**src/rtl/bit_proc_core.sv**
```systemverilog
// 1-bit control processor core (MC14500 style): PC, JMP/halt sequencer, N_CH I/O channels.
// Optional single-step gating: define BIT_PROC_STEP_EN to add the `step` input.
module bit_proc_core #(
   parameter int ADDR_W = 4,
   parameter int N_CH   = 8
) (
   input  logic              clk,
   input  logic              rst,
`ifdef BIT_PROC_STEP_EN
   input  logic              step,
`endif
   output logic [ADDR_W-1:0] instr_addr,
   input  logic [7:0]        instr_data,
   input  logic [N_CH-1:0]   data_in,
   output logic [N_CH-1:0]   data_out,
   output logic              write,
   output logic              result,
   output logic              halted
);

   // state | meaning
   // EXEC  | execute the word at PC, one instruction per cycle
   // JTGT  | word at PC is the target of the preceding JMP
   // HALT  | stopped by HLT; only rst leaves this state
   typedef enum logic [1:0] {
      S_EXEC = 2'd0,
      S_JTGT = 2'd1,
      S_HALT = 2'd2
   } state_t;

   localparam logic [4:0] NCH5 = 5'(N_CH);

   state_t            state;
   logic [ADDR_W-1:0] pc;
   logic              rr;
   logic              ien;
   logic              oen;
   logic [3:0]        opc;
   logic [3:0]        op;
   logic              op_ok;
   logic [15:0]       din_ext;
   logic              in_bit;
   logic              adv;

   assign opc        = instr_data[7:4];
   assign op         = instr_data[3:0];
   assign op_ok      = {1'b0, op} < NCH5;
   assign din_ext    = 16'(data_in);
   assign in_bit     = ien & op_ok & din_ext[op];
   assign instr_addr = pc;
   assign result     = rr;

`ifdef BIT_PROC_STEP_EN
   assign adv = step;
`else
   assign adv = 1'b1;
`endif

   always_ff @(posedge clk) begin
      if (rst) begin
         state    <= S_EXEC;
         pc       <= '0;
         rr       <= 1'b0;
         ien      <= 1'b1;
         oen      <= 1'b1;
         data_out <= '0;
         write    <= 1'b0;
         halted   <= 1'b0;
      end else begin
         write <= 1'b0;
         if (adv) begin
            case (state)
               S_EXEC: begin
                  pc <= pc + ADDR_W'(1);
                  case (opc)
                     4'h1: rr <= in_bit;
                     4'h2: rr <= ~in_bit;
                     4'h3: rr <= rr & in_bit;
                     4'h4: rr <= rr & ~in_bit;
                     4'h5: rr <= rr | in_bit;
                     4'h6: rr <= rr | ~in_bit;
                     4'h7: rr <= ~(rr ^ in_bit);
                     4'h8, 4'h9: begin
                        // stores to channels beyond N_CH are silently dropped
                        if (oen && op_ok) begin
                           write <= 1'b1;
                           for (int i = 0; i < N_CH; i++) begin
                              if (op == 4'(i)) data_out[i] <= (opc == 4'h8) ? rr : ~rr;
                           end
                        end
                     end
                     4'hA: ien <= in_bit;
                     4'hB: oen <= in_bit;
                     4'hC: state <= S_JTGT;
                     4'hD: if (!rr) pc <= pc + ADDR_W'(2);
                     4'hF: begin
                        pc     <= pc;
                        state  <= S_HALT;
                        halted <= 1'b1;
                     end
                     default: ;
                  endcase
               end
               S_JTGT: begin
                  pc    <= instr_data[ADDR_W-1:0];
                  state <= S_EXEC;
               end
               default: ;
            endcase
         end
      end
   end

endmodule

```
**config.mk**
```make
export PLATFORM = sky130hd
export DESIGN_NAME = bit_proc_core
export DESIGN_NICKNAME = d
export VERILOG_FILES = /design/src/rtl/bit_proc_core.sv
export SDC_FILE = /design/constraint.sdc
export NUM_CORES = 1
export LEC_CHECK = 0
export ABC_CLOCK_PERIOD_IN_PS = 2400
export CORE_MARGIN = 2
export CORE_UTILIZATION = 49
export CTS_BUF_LIST = sky130_fd_sc_hd__clkbuf_2 sky130_fd_sc_hd__clkbuf_4 sky130_fd_sc_hd__clkbuf_8
export DETAILED_ROUTE_END_ITERATION = 16
export PLACE_DENSITY = 0.82
export RECOVER_POWER = 25
export SLEW_MARGIN = 10
export SYNTH_ARGS = -nofsm -noshare
export SYNTH_HDL_FRONTEND = slang
export SYNTH_SLANG_ARGS = --single-unit
export TNS_END_PERCENT = 10
```
**constraint.sdc**
```tcl
create_clock -name clk -period 2.4 [get_ports clk]
set_input_delay 0.6 -clock clk [delete_from_list [all_inputs] [get_ports clk]]
set_output_delay 0.6 -clock clk [all_outputs]
set_load 0.1 [all_outputs]
```
==> impl_metrics.tcl, run 1 <==
set metrics [dict create \
    run_status "completed" \
    clockBufferDepth 2 \
    synth.distinct_cells 42 \
    port_buffer_count 32 \
    reg2reg_from "state[0]" \
    ctsHtreeMaxLevel 1 \
    measured_slew_at_the_worst_slew_check_pin_ns 0.604 \
    routed_wire_length_per_instance_um 14.1 \
    worstHoldPathCells 2 \
    drc 0 \
    worst-endpoint-arrival_ns 2.31 \
    vias 1149 \
    top_layer_used "met4" \
    detailedRoute.firstIterationViolations 32 \
    post_synth_and_or_nand_nor_area_fraction_pct 28.0 \
    timing.hold.worst.class "reg -> reg" \
    post-route-period-util_pct 88.0 \
    detailroute.wirelength.met3_um 151 \
    p_per_area_nw_per_um2 544 \
    row_count 17 \
    synth_register_bits 19 \
    setup-violations-final 0 \
    n_antenna_cell 0 \
    final_layout_size_suffix_gt1_share_pct 22.0 \
    via_per_inst 5.72 \
    fin_area_um2 1540 \
    ir_worst_vdd_uv 511 \
    cts-root-buf "clkbuf_4" \
    grt_max_degree 20 \
    place.gp.congestion 0.860 \
    routed_wl_um 2830 \
    synthAdderAreaFrac_pct 2.16 \
    detail_route.first_pass.iterations 4 \
    dpl-instance-area_um2 1530 \
    min_to "halted" \
    area_growth_syn_to_layout_pct 33.0 \
    post_cts_resized 0 \
    compound_cell_area_share_of_the_yosys_netlist_pct 14.5 \
    worst_r2r_path_depth 4 \
    hold_path_startpoint "halted" \
    power.static_leakage_nw 0.626 \
    cts_setup_buffers 0 \
    die_w_um 52.6 \
    placeableCoreArea_um2 2230 \
    placement.setup.worst_slack_ns -0.0318 \
    most-common-layout-cells "22 x buf_4, 19 x dfxtp_1, 16 x nor2_1, 16 x clkdlybuf4s50_1, 10 x mux2i_1" \
    synth.net_count 155 \
    antenna_violating_nets_post_route 0 \
    min_period_ns 2.11 \
    wire_length_of_the_first_global_routing_pass_um 4710 \
    floorplan.die.height_um 52.6 \
    insertion_delay_ns 0.30 \
    clock_skew_ns 0.00247 \
    synth_mux_area_share_pct 12.5 \
    finalHoldWorstSlack_ns 0.495 \
    grt_pass1_vias 1082 \
    setup.reg_to_reg.worst_slack_ns 0.53 \
    setup_slack_ns 0.287 \
    drt_met1_wl_um 1230 \
    fmaxAchievable_mhz 473 \
    met2_wirelength_um 1390 \
    synth_top_family_by_area "simple AND/OR/NAND/NOR gates" \
    max_capacitance_violation_total 0 \
    synthXorXnorAreaFrac_pct 3.89 \
    timing.final.max_slew_violations 0 \
    timing.critical_path.from_type "primary input" \
    grt.overflow.total 0 \
    crit_path_max_fanout 4 \
    cts_buffers 3 \
    final_hold_viol_count 0 \
    worst-endpoint-required_ns 2.60 \
    clk_pin_slew_ns 0.11 \
    timing.max_slew.rel_slack_pct 59.7 \
    portion_of_the_post_synthesis_area_used_by_sequential_elements_pct 32.8 \
    dp_hpwl_um 2160 \
    critical_path_class "in -> reg" \
    leading_cell_type_in_the_layout_fill_and_taps_excluded "buf_4" \
    area_of_the_die_um2 2770 \
    cts_tree "done" \
    postCtsHoldBufs 0 \
    final_nets 194 \
    reg2reg_to "data_out[7]" \
    antenna_found_initial 0 \
    mappedNetlistArea_um2 1160 \
    worstSetupEndpointType "flip-flop" \
    unrepaired_setup_endpoints_after_global_routing "no" \
    yosysWarningCount 0 \
    avgSynthCellArea_um2 8.58 \
    syn-instance-count 135 \
    grt_usage_pct 23.2 \
    top_level_ports 33 \
    initial_utilization_pct 51.9 \
    cts_sinks 19 \
]
final cells by class:
class                           instances  area [µm²]
Multi-Input combinational cell        101         703
Fill cell                             195         692
Sequential cell                        19         380
Timing Repair Buffer                   45         380
Tap cell                               28        35.0
Clock buffer                            3        22.5
Inverter                                4        15.0
Clock inverter                          1        5.00
logic make-up (layout without fill, tap and decap cells):
logic type,Yosys count,in the layout
adder cells (fa/ha/maj),2,2
AND/OR/NAND/NOR,57,57
XOR/XNOR,3,3
AO/OA/AOI/OAI,26,26
buffers and inverters,15,53
multiplexers,13,13
flip-flops,19,19
cells in the mapped netlist (all sizes together):
library cell	instances	area, µm²
dfxtp	19	380
nor2	16	60.1
mux2i	10	100
a21oi	8	40.0
nand2	8	30.0
buf	7	41.3
nand4	7	43.8
o21ai	7	35.0
clkbuf	4	15.0
inv	4	15.0
nor3	4	20.0
nand3	3	15.0
nor2b	3	18.8
nor4	3	18.8
xnor2	3	45.1
a311oi	2	17.5
ha	2	25.0
mux2	2	22.5
nor3b	2	15.0
nor4b	2	30.0
o2111ai	2	17.5
or3	2	12.5
a221oi	1	8.76
a31o	1	8.76
a41oi	1	8.76
and4	1	8.76
mux4	1	22.5
nand2b	1	6.26
nand3b	1	7.51
nand4b	1	8.76
o22ai	1	6.26
o311ai	1	8.76
o31ai	1	7.51
o41ai	1	8.76
or2	1	6.26
or3b	1	8.76
or4b	1	13.8
metrics by stage:
stage,total power [W],TNS [ns],cells,util [%]
final,0.000839,0,201,69.0
after detailed placement,0.000683,-0.0318,197,68.5
after global placement,0.000673,-0.00212,197,68.5
after CTS,0.000847,0,201,69.7
after floorplan,0.000587,0,135,-
after global routing,0.000882,0,201,69.0
how the worst max path moves through the flow:
| stage | from | end | slack [ns] |
|---|---|---|---|
| 2_1_floorplan | result | instr_addr[3] | 0.30 |
| 5_1_grt | instr_data[4] | instr_addr[1] | 0.17 |
| 6_report | instr_data[0] | result | 0.29 |
| 3_3_place_gp | instr_data[0] | result | -0.002 |
| 3_5_place_dp | instr_data[0] | result | -0.03 |
| 4_1_cts | instr_data[0] | result | 0.29 |
metal layers:
metal	vias to the layer above	GRT usage, %
li1	574	-
met1	522	28.9
met2	46	40.2
met3	7	3.43
met4	0	8.55
met5	-	0
sequential cells by signal, indices dropped and copies added (netlist names):
| signal | flops |
|---|---|
| write | 1 |
| data_out | 8 |
| ien | 1 |
| state | 2 |
| result | 1 |
| instr_addr | 4 |
| oen | 1 |
| halted | 1 |
worst max-delay path: stages:
cell and delay (ns):
clkdlybuf4s50_1 0.55, mux2_1 0.34, or3_1 0.31, o2111ai_1 0.15
mux2_1 0.35
report_power, final:
group | switching, W | leakage [nW] | total (W) | internal [W]
clock network | 0.000101 | 0.0177 | 0.000163 | 0.0000620
logic | 0.000194 | 0.453 | 0.000313 | 0.000119
registers | 0.0000300 | 0.155 | 0.000363 | 0.000333
total | 0.000326 | 0.626 | 0.000839 | 0.000513
Note: power is estimated with default switching activity, not from simulation.
==> run 2: changes to the inputs <==
HOLD_SLACK_MARGIN = 0.03   (was not set)
==> results of run 2 <==
The final DEF is identical to that of run 1; final timing and power are the same.
